===== src/rtl/noc_buffer_ctrl_pkg.sv =====
// Shared NoC buffer definitions.
// Holds the flit geometry, the default buffer dimensions, the
// counter-update encoding and the mod-LENGTH pointer helper.
package noc_buffer_ctrl_pkg;

    localparam int unsigned FLIT_WIDTH         = 18;
    localparam int unsigned TAIL_BIT           = FLIT_WIDTH - 1;
    localparam int unsigned DEFAULT_LENGTH     = 64;
    localparam int unsigned DEFAULT_ADDR_WIDTH = 6;

    // Per-cycle update applied to an occupancy-style counter.
    typedef enum logic [1:0] {
        CNT_HOLD,
        CNT_INC,
        CNT_DEC,
        CNT_CLR
    } cnt_op_e;

    // Pointer advance that wraps at an arbitrary depth, not a power of two.
    function automatic int unsigned next_ptr(input int unsigned p,
                                             input int unsigned length);
        return (p == length - 1) ? 32'd0 : p + 32'd1;
    endfunction

endpackage


===== src/rtl/noc_buffer_ctrl_if.sv =====
// Flit handshake and memory-pin bundle of the router input-port buffer.
//   upstream   : in_valid / in_data / in_ready
//   downstream : out_valid / out_data / out_ready
//   memory     : mem_write / mem_write_addr / mem_write_data,
//                mem_read / mem_read_addr / mem_read_data (async read)
// master : the buffer controller side.
// slave  : the surrounding wrapper (link, allocator and memory).
interface noc_buffer_ctrl_if
    import noc_buffer_ctrl_pkg::*;
#(
    parameter int unsigned WIDTH      = FLIT_WIDTH,
    parameter int unsigned ADDR_WIDTH = DEFAULT_ADDR_WIDTH
);
    logic                  in_valid;
    logic [WIDTH-1:0]      in_data;
    logic                  in_ready;
    logic                  out_valid;
    logic [WIDTH-1:0]      out_data;
    logic                  out_ready;
    logic                  mem_write;
    logic [ADDR_WIDTH-1:0] mem_write_addr;
    logic [WIDTH-1:0]      mem_write_data;
    logic                  mem_read;
    logic [ADDR_WIDTH-1:0] mem_read_addr;
    logic [WIDTH-1:0]      mem_read_data;

    modport master (
        input  in_valid, in_data, out_ready, mem_read_data,
        output in_ready, out_valid, out_data,
               mem_write, mem_write_addr, mem_write_data,
               mem_read, mem_read_addr
    );

    modport slave (
        output in_valid, in_data, out_ready, mem_read_data,
        input  in_ready, out_valid, out_data,
               mem_write, mem_write_addr, mem_write_data,
               mem_read, mem_read_addr
    );

endinterface


===== src/rtl/noc_buffer_ctrl_wrap_ptr.sv =====
// wrap_ptr: mod-LENGTH address counter.
//   clk, rst (async, active-low), clr (sync clear, wins over en),
//   en (advance by one), ptr (current address).
module wrap_ptr
    import noc_buffer_ctrl_pkg::*;
#(
    parameter int unsigned LENGTH     = DEFAULT_LENGTH,
    parameter int unsigned ADDR_WIDTH = DEFAULT_ADDR_WIDTH
) (
    input  logic                  clk,
    input  logic                  rst,
    input  logic                  clr,
    input  logic                  en,
    output logic [ADDR_WIDTH-1:0] ptr
);

    logic [ADDR_WIDTH-1:0] ptr_q;
    logic [ADDR_WIDTH-1:0] ptr_d;

    always_comb begin
        ptr_d = ptr_q;
        if (clr) begin
            ptr_d = '0;
        end else if (en) begin
            ptr_d = ADDR_WIDTH'(next_ptr(32'(ptr_q), LENGTH));
        end
    end

    always_ff @(posedge clk or negedge rst) begin
        if (!rst) begin
            ptr_q <= '0;
        end else begin
            ptr_q <= ptr_d;
        end
    end

    assign ptr = ptr_q;

endmodule


===== src/rtl/noc_buffer_ctrl.sv =====
// noc_buffer_ctrl: FIFO controller for an external async-read /
// sync-write flit memory (router input-port buffer).
//   clk, rst (async, active-low), flush (sync clear of pointers/counters)
//   bus       : flit handshakes and memory pins (master side)
//   count     : flits stored, 0..LENGTH
//   pkt_count : tail flits stored
//   full, empty : decoded from the registered count
module noc_buffer_ctrl
    import noc_buffer_ctrl_pkg::*;
#(
    parameter int unsigned WIDTH      = FLIT_WIDTH,
    parameter int unsigned LENGTH     = DEFAULT_LENGTH,
    parameter int unsigned ADDR_WIDTH = DEFAULT_ADDR_WIDTH
) (
    input  logic                  clk,
    input  logic                  rst,
    input  logic                  flush,
    noc_buffer_ctrl_if.master     bus,
    output logic [ADDR_WIDTH:0]   count,
    output logic [ADDR_WIDTH:0]   pkt_count,
    output logic                  full,
    output logic                  empty
);

    logic [ADDR_WIDTH:0]   count_q, count_d;
    logic [ADDR_WIDTH:0]   pkt_count_q, pkt_count_d;
    logic [ADDR_WIDTH-1:0] wr_ptr, rd_ptr;
    logic                  push, pop;
    logic                  tail_in, tail_out;
    cnt_op_e               cnt_op, pkt_op;

    // Status comes only from registered count: no in_valid->in_ready or
    // out_ready->out_valid path, and no full-passthrough / empty-bypass.
    assign full          = (count_q == (ADDR_WIDTH + 1)'(LENGTH));
    assign empty         = (count_q == '0);
    assign bus.in_ready  = !full;
    assign bus.out_valid = !empty;

    // Flush suppresses the write so memory and pointers stay consistent.
    assign push = bus.in_valid & bus.in_ready & !flush;
    assign pop  = bus.out_valid & bus.out_ready;

    assign bus.mem_write      = push;
    assign bus.mem_write_addr = wr_ptr;
    assign bus.mem_write_data = bus.in_data;
    assign bus.mem_read       = !empty;
    assign bus.mem_read_addr  = rd_ptr;
    assign bus.out_data       = bus.mem_read_data;

    assign tail_in  = bus.in_data[WIDTH-1];
    assign tail_out = bus.mem_read_data[WIDTH-1];

    wrap_ptr #(.LENGTH(LENGTH), .ADDR_WIDTH(ADDR_WIDTH)) u_wr_ptr (
        .clk (clk),
        .rst (rst),
        .clr (flush),
        .en  (push),
        .ptr (wr_ptr)
    );

    wrap_ptr #(.LENGTH(LENGTH), .ADDR_WIDTH(ADDR_WIDTH)) u_rd_ptr (
        .clk (clk),
        .rst (rst),
        .clr (flush),
        .en  (pop),
        .ptr (rd_ptr)
    );

    always_comb begin
        cnt_op = CNT_HOLD;
        pkt_op = CNT_HOLD;
        if (flush) begin
            cnt_op = CNT_CLR;
            pkt_op = CNT_CLR;
        end else begin
            if (push && !pop) begin
                cnt_op = CNT_INC;
            end else if (pop && !push) begin
                cnt_op = CNT_DEC;
            end
            if ((push && tail_in) && !(pop && tail_out)) begin
                pkt_op = CNT_INC;
            end else if ((pop && tail_out) && !(push && tail_in)) begin
                pkt_op = CNT_DEC;
            end
        end
    end

    always_comb begin
        count_d     = count_q;
        pkt_count_d = pkt_count_q;
        case (cnt_op)
            CNT_INC: count_d = count_q + 1'b1;
            CNT_DEC: count_d = count_q - 1'b1;
            CNT_CLR: count_d = '0;
            default: count_d = count_q;
        endcase
        case (pkt_op)
            CNT_INC: pkt_count_d = pkt_count_q + 1'b1;
            CNT_DEC: pkt_count_d = pkt_count_q - 1'b1;
            CNT_CLR: pkt_count_d = '0;
            default: pkt_count_d = pkt_count_q;
        endcase
    end

    always_ff @(posedge clk or negedge rst) begin
        if (!rst) begin
            count_q     <= '0;
            pkt_count_q <= '0;
        end else begin
            count_q     <= count_d;
            pkt_count_q <= pkt_count_d;
        end
    end

    assign count     = count_q;
    assign pkt_count = pkt_count_q;

endmodule


===== src/flat_wrapper.sv =====
// flat-port wrapper written by rule: the top's interface ports become plain ports
module noc_buffer_ctrl_flat import noc_buffer_ctrl_pkg::*;
#(
    parameter int unsigned WIDTH      = FLIT_WIDTH,
    parameter int unsigned LENGTH     = DEFAULT_LENGTH,
    parameter int unsigned ADDR_WIDTH = DEFAULT_ADDR_WIDTH
)
  (clk, rst, flush, count, pkt_count, full, empty, bus_in_valid, bus_in_data, bus_out_ready, bus_mem_read_data, bus_in_ready, bus_out_valid, bus_out_data, bus_mem_write, bus_mem_write_addr, bus_mem_write_data, bus_mem_read, bus_mem_read_addr);
  noc_buffer_ctrl_if #(.WIDTH(WIDTH), .ADDR_WIDTH(ADDR_WIDTH)) bus_i ();
  input  logic clk;
  input  logic rst;
  input  logic flush;
  output logic [ADDR_WIDTH:0] count;
  output logic [ADDR_WIDTH:0] pkt_count;
  output logic full;
  output logic empty;
  input wire logic [$bits(bus_i.in_valid)-1:0] bus_in_valid;
  input wire logic [$bits(bus_i.in_data)-1:0] bus_in_data;
  input wire logic [$bits(bus_i.out_ready)-1:0] bus_out_ready;
  input wire logic [$bits(bus_i.mem_read_data)-1:0] bus_mem_read_data;
  output wire logic [$bits(bus_i.in_ready)-1:0] bus_in_ready;
  output wire logic [$bits(bus_i.out_valid)-1:0] bus_out_valid;
  output wire logic [$bits(bus_i.out_data)-1:0] bus_out_data;
  output wire logic [$bits(bus_i.mem_write)-1:0] bus_mem_write;
  output wire logic [$bits(bus_i.mem_write_addr)-1:0] bus_mem_write_addr;
  output wire logic [$bits(bus_i.mem_write_data)-1:0] bus_mem_write_data;
  output wire logic [$bits(bus_i.mem_read)-1:0] bus_mem_read;
  output wire logic [$bits(bus_i.mem_read_addr)-1:0] bus_mem_read_addr;
  assign bus_i.in_valid = bus_in_valid;
  assign bus_i.in_data = bus_in_data;
  assign bus_i.out_ready = bus_out_ready;
  assign bus_i.mem_read_data = bus_mem_read_data;
  assign bus_in_ready = bus_i.in_ready;
  assign bus_out_valid = bus_i.out_valid;
  assign bus_out_data = bus_i.out_data;
  assign bus_mem_write = bus_i.mem_write;
  assign bus_mem_write_addr = bus_i.mem_write_addr;
  assign bus_mem_write_data = bus_i.mem_write_data;
  assign bus_mem_read = bus_i.mem_read;
  assign bus_mem_read_addr = bus_i.mem_read_addr;
  noc_buffer_ctrl #(.WIDTH(WIDTH), .LENGTH(LENGTH), .ADDR_WIDTH(ADDR_WIDTH)) u_core (.clk(clk), .rst(rst), .flush(flush), .bus(bus_i), .count(count), .pkt_count(pkt_count), .full(full), .empty(empty));
endmodule

===== config.mk =====
export PLATFORM = sky130hd
export DESIGN_NAME = noc_buffer_ctrl_flat
export DESIGN_NICKNAME = d
export VERILOG_FILES = /design/src/rtl/noc_buffer_ctrl_pkg.sv /design/src/rtl/noc_buffer_ctrl_if.sv /design/src/rtl/noc_buffer_ctrl_wrap_ptr.sv /design/src/rtl/noc_buffer_ctrl.sv /design/src/flat_wrapper.sv
export SDC_FILE = /design/constraint.sdc
export NUM_CORES = 1
export LEC_CHECK = 0
export ABC_AREA = 0
export CORE_UTILIZATION = 41
export CTS_CLUSTER_DIAMETER = 50
export DETAILED_ROUTE_END_ITERATION = 16
export GPL_ROUTABILITY_DRIVEN = 0
export GPL_TIMING_DRIVEN = 0
export PLACE_DENSITY = 0.81
export SLEW_MARGIN = 15
export SYNTH_ARGS = -nofsm -noshare
export SYNTH_HDL_FRONTEND = slang
export SYNTH_SLANG_ARGS = --single-unit

===== constraint.sdc =====
create_clock -name clk -period 4.1 [get_ports clk]
set_input_delay 1.025 -clock clk [delete_from_list [all_inputs] [get_ports clk]]
set_output_delay 1.025 -clock clk [all_outputs]
set_load 0.01 [all_outputs]

==> impl_metrics.py <==
metrics = {
    "power": {
        "seq_power_share_pct": 32.4,
        "p_per_area_mw_per_mm2": 370,
        "ir_drop_v": 0.000244,
        "switching_power_w": 0.000423,
        "p_leak_nw": 1.38,
        "clkPwrFrac_pct": 18.8,
        "intPower_w": 0.000725,
        "switching_share_pct": 36.9,
        "p_comb_share_pct": 48.8,
        "power_w": 0.00115,
    },
    "run_status": {
        "outcome": "finished clean",
    },
    "clocking": {
        "htreeDepth": 1,
        "clkLatencyLatePin_ps": 280,
        "cts_tree": "done",
        "cts.sinks": 26,
        "cts_root_buffer": "clkbuf_8",
        "cts_hold_buf": 0,
        "clockBufferDepth": 2,
        "cts.clk_slew.worst_paths_ps": 90,
        "cts_made_buffers": 3,
    },
    "global_route": {
        "grt_pass1_wl_um": 7980,
        "grtUsageTotal_pct": 17.9,
        "grt_pass1_vias": 1773,
        "antenna_found_initial": 0,
        "grt_start_max_net_pins": 27,
        "grt_overflow": 0,
    },
    "detailed_routing": {
        "wl_per_cell_um": 12.6,
        "ant_nets": 0,
        "drc": 0,
        "dr.pass1.iters": 4,
        "routed_wl_um": 4930,
        "vias": 2028,
        "via_per_inst": 5.17,
        "drtIter0Drc": 105,
    },
    "sta": {
        "hold_viol_final": 0,
        "worst_slew_pin_slew_ps": 667,
        "maxSlewHeadroom_pct": 55.1,
        "final-setup-viol-count": 0,
        "drv_slew": 0,
        "layout_setup_ws_ps": 174,
        "max_freq_mhz": 255,
        "period_needed_ps": 3930,
        "clock_skew_ps": 3.83,
        "rsz0062_at_grt": "false",
        "finalCritPeriodShare_pct": 95.8,
    },
    "place": {
        "port_buffers": 74,
        "place_ws_ps": -381,
        "dp_hpwl_um": 3930,
        "placed_cell_area_mm2": 0.00303,
    },
    "logic_synthesis": {
        "netlist.area_leader.share_pct": 29.6,
        "async_flop_share_pct": 100,
        "synth.largest_area_cell": "dfrtp_1",
        "synth-seq-cells": 26,
        "synth_cells": 244,
        "ys_seq_area_share_pct": 29.6,
        "synth.avg_cell_area_um2": 9.01,
        "synthFlopType": "dfrtp_1",
        "synth.distinct_cells": 54,
        "synth_enable_flop_cells": 0,
        "netlist_area_mm2": 0.00220,
        "yosysWarnings": 0,
        "ys_top_cells_by_area": "dfrtp_1 (30%), buf_4 (13%), ha_1 (6.8%)",
        "syn-num-nets": 299,
    },
    "setup_path": {
        "cp.required_ps": 3070,
        "cp_slowest_cell": "clkdlybuf4s50_1",
        "end_kind": "primary output",
        "rr_worst_depth": 9,
        "critPathMaxStageDelay_ps": 680,
        "r2r_end": "u_core.count[6]",
        "startpoint": "flush",
        "cp-endpoint": "bus_mem_write",
        "startpoint_type": "primary input",
        "timing.reg2reg.setup_slack_ps": 510,
        "crit_fanout": 10,
        "criticalPathCategory": "in2out",
        "reg2reg_from": "u_core.count[0]",
        "cp_common_cell": "clkdlybuf4s50_1",
        "path_cells": "clkdlybuf4s50_1, clkbuf_8, clkbuf_1, nor2_1, clkdlybuf4s50_1",
        "cp.arrival_ps": 2900,
    },
    "cells_and_area": {
        "drive_above_1_share_pct": 17.4,
        "final_area_mm2": 0.00311,
        "diodes": 0,
        "syn2layout_area_growth_pct": 41.2,
        "fin_util_pct": 60.4,
        "nets": 378,
    },
    "hold_path": {
        "hp-class": "reg2reg",
    },
    "die": {
        "row_count": 26,
        "die_h_um": 75.2,
        "dieArea_mm2": 0.00566,
        "core_area_mm2": 0.00514,
        "ios": 109,
        "die_width_um": 75.2,
        "initial_core_util_pct": 42.8,
    },
    "run": {
        "drv_cap": 0,
    },
}
cell families after synthesis:
group | count (synthesis) | synth area share (%)
simple gates | 80 | 19.4
flops | 26 | 29.6
buf+inv | 46 | 14.6
mux | 4 | 2.50
fa+ha+maj | 14 | 8.65
xor+xnor | 12 | 5.40
compound gates | 62 | 19.9
stage by stage:
| step | TNS (ps) | hold slack (ps) | std cells |
|---|---|---|---|
| 5_1_grt | 0 | 537 | 392 |
| 3_5_place_dp | -668 | 483 | 388 |
| 4_1_cts | 0 | 495 | 392 |
| 3_3_place_gp | -498 | 475 | 388 |
| 2_1_floorplan | 0 | 518 | 244 |
| 6_report | 0 | 491 | 392 |
cells in the final DEF, fill, tap and decap left out, types with 6 or more instances in the layout:
cell type / n
xor2_1: 7
inv_1: 6
a21oi_1: 16
dfrtp_1: 26
clkdlybuf4s50_1: 73
o21ai_0: 11
nor2_1: 18
ha_1: 12
buf_4: 37
nor3_1: 8
nand2_1: 19
a211oi_1: 7
cell usage after synthesis, types with 3 or more instances:
cell type  number
a211oi_1        7
a21o_1          5
a21oi_1        16
and2_1          4
buf_4          37
dfrtp_1        26
ha_1           12
inv_1           6
mux2_4          3
nand2_1        19
nand3_1         4
nor2_1         18
nor2b_1         3
nor3_1         10
o211ai_1        4
o21ai_0        11
or3_1           5
xnor2_1         4
xor2_1          7
layout make-up:
| class | count | area [µm²] |
|---|---|---|
| multi-input combinational | 172 | 1240 |
| sequential | 26 | 651 |
| inverter | 6 | 22.5 |
| fill | 481 | 2030 |
| buffer | 40 | 300 |
| clock inverter | 1 | 30.0 |
| clock buffer | 3 | 41.3 |
| timing repair buffer | 74 | 736 |
| tap | 70 | 87.6 |
state kept, by name, summed over array words and instances, names as in the netlist:
signal	count
u_core.count	7
u_core.pkt_count	7
u_core.u_rd_ptr.ptr	6
u_core.u_wr_ptr.ptr	6
worst min path at each step:
stage / endpoint / slack (ps) / depth (start not counted) / start
final: u_core.pkt_count[6] / 490 / 1 / u_core.pkt_count[6]
after global routing: u_core.pkt_count[6] / 540 / 1 / u_core.pkt_count[6]
after CTS: u_core.pkt_count[6] / 500 / 1 / u_core.pkt_count[6]
after detailed placement: u_core.pkt_count[6] / 480 / 1 / u_core.pkt_count[6]
after global placement: u_core.pkt_count[6] / 480 / 1 / u_core.pkt_count[6]
after floorplan: u_core.pkt_count[6] / 520 / 1 / u_core.pkt_count[6]
layer usage:
layer | vias to the layer above | routed length, µm | track usage (%)
li1 | 1000 | - | -
met2 | 69 | 2380 | 30.8
met1 | 954 | 2290 | 24.4
met3 | 5 | 225 | 1.87
met5 | - | 0 | 0
met4 | 0 | 43 | 3.70
critical path: cells and delay by family:
| kind | cells | cell delay (ps) |
|---|---|---|
| buffers and inverters | 4 | 1770 |
| and+or+nand+nor | 1 | 90 |
power by group through the flow:
stage | logic [W] | clock network (W) | registers, W
2_1_floorplan | 0.000333 | 0 | 0.000375
3_3_place_gp | 0.000543 | 0 | 0.000374
3_5_place_dp | 0.000558 | 0 | 0.000376
4_1_cts | 0.000563 | 0.000218 | 0.000372
5_1_grt | 0.000618 | 0.000228 | 0.000381
6_report | 0.000560 | 0.000216 | 0.000372
what timing repair did:
action,in CTS,in global routing
resized for setup,1,3
setup endpoints to repair,1,2
buffers inserted,0,0
Power figures use the tool's default switching activity.
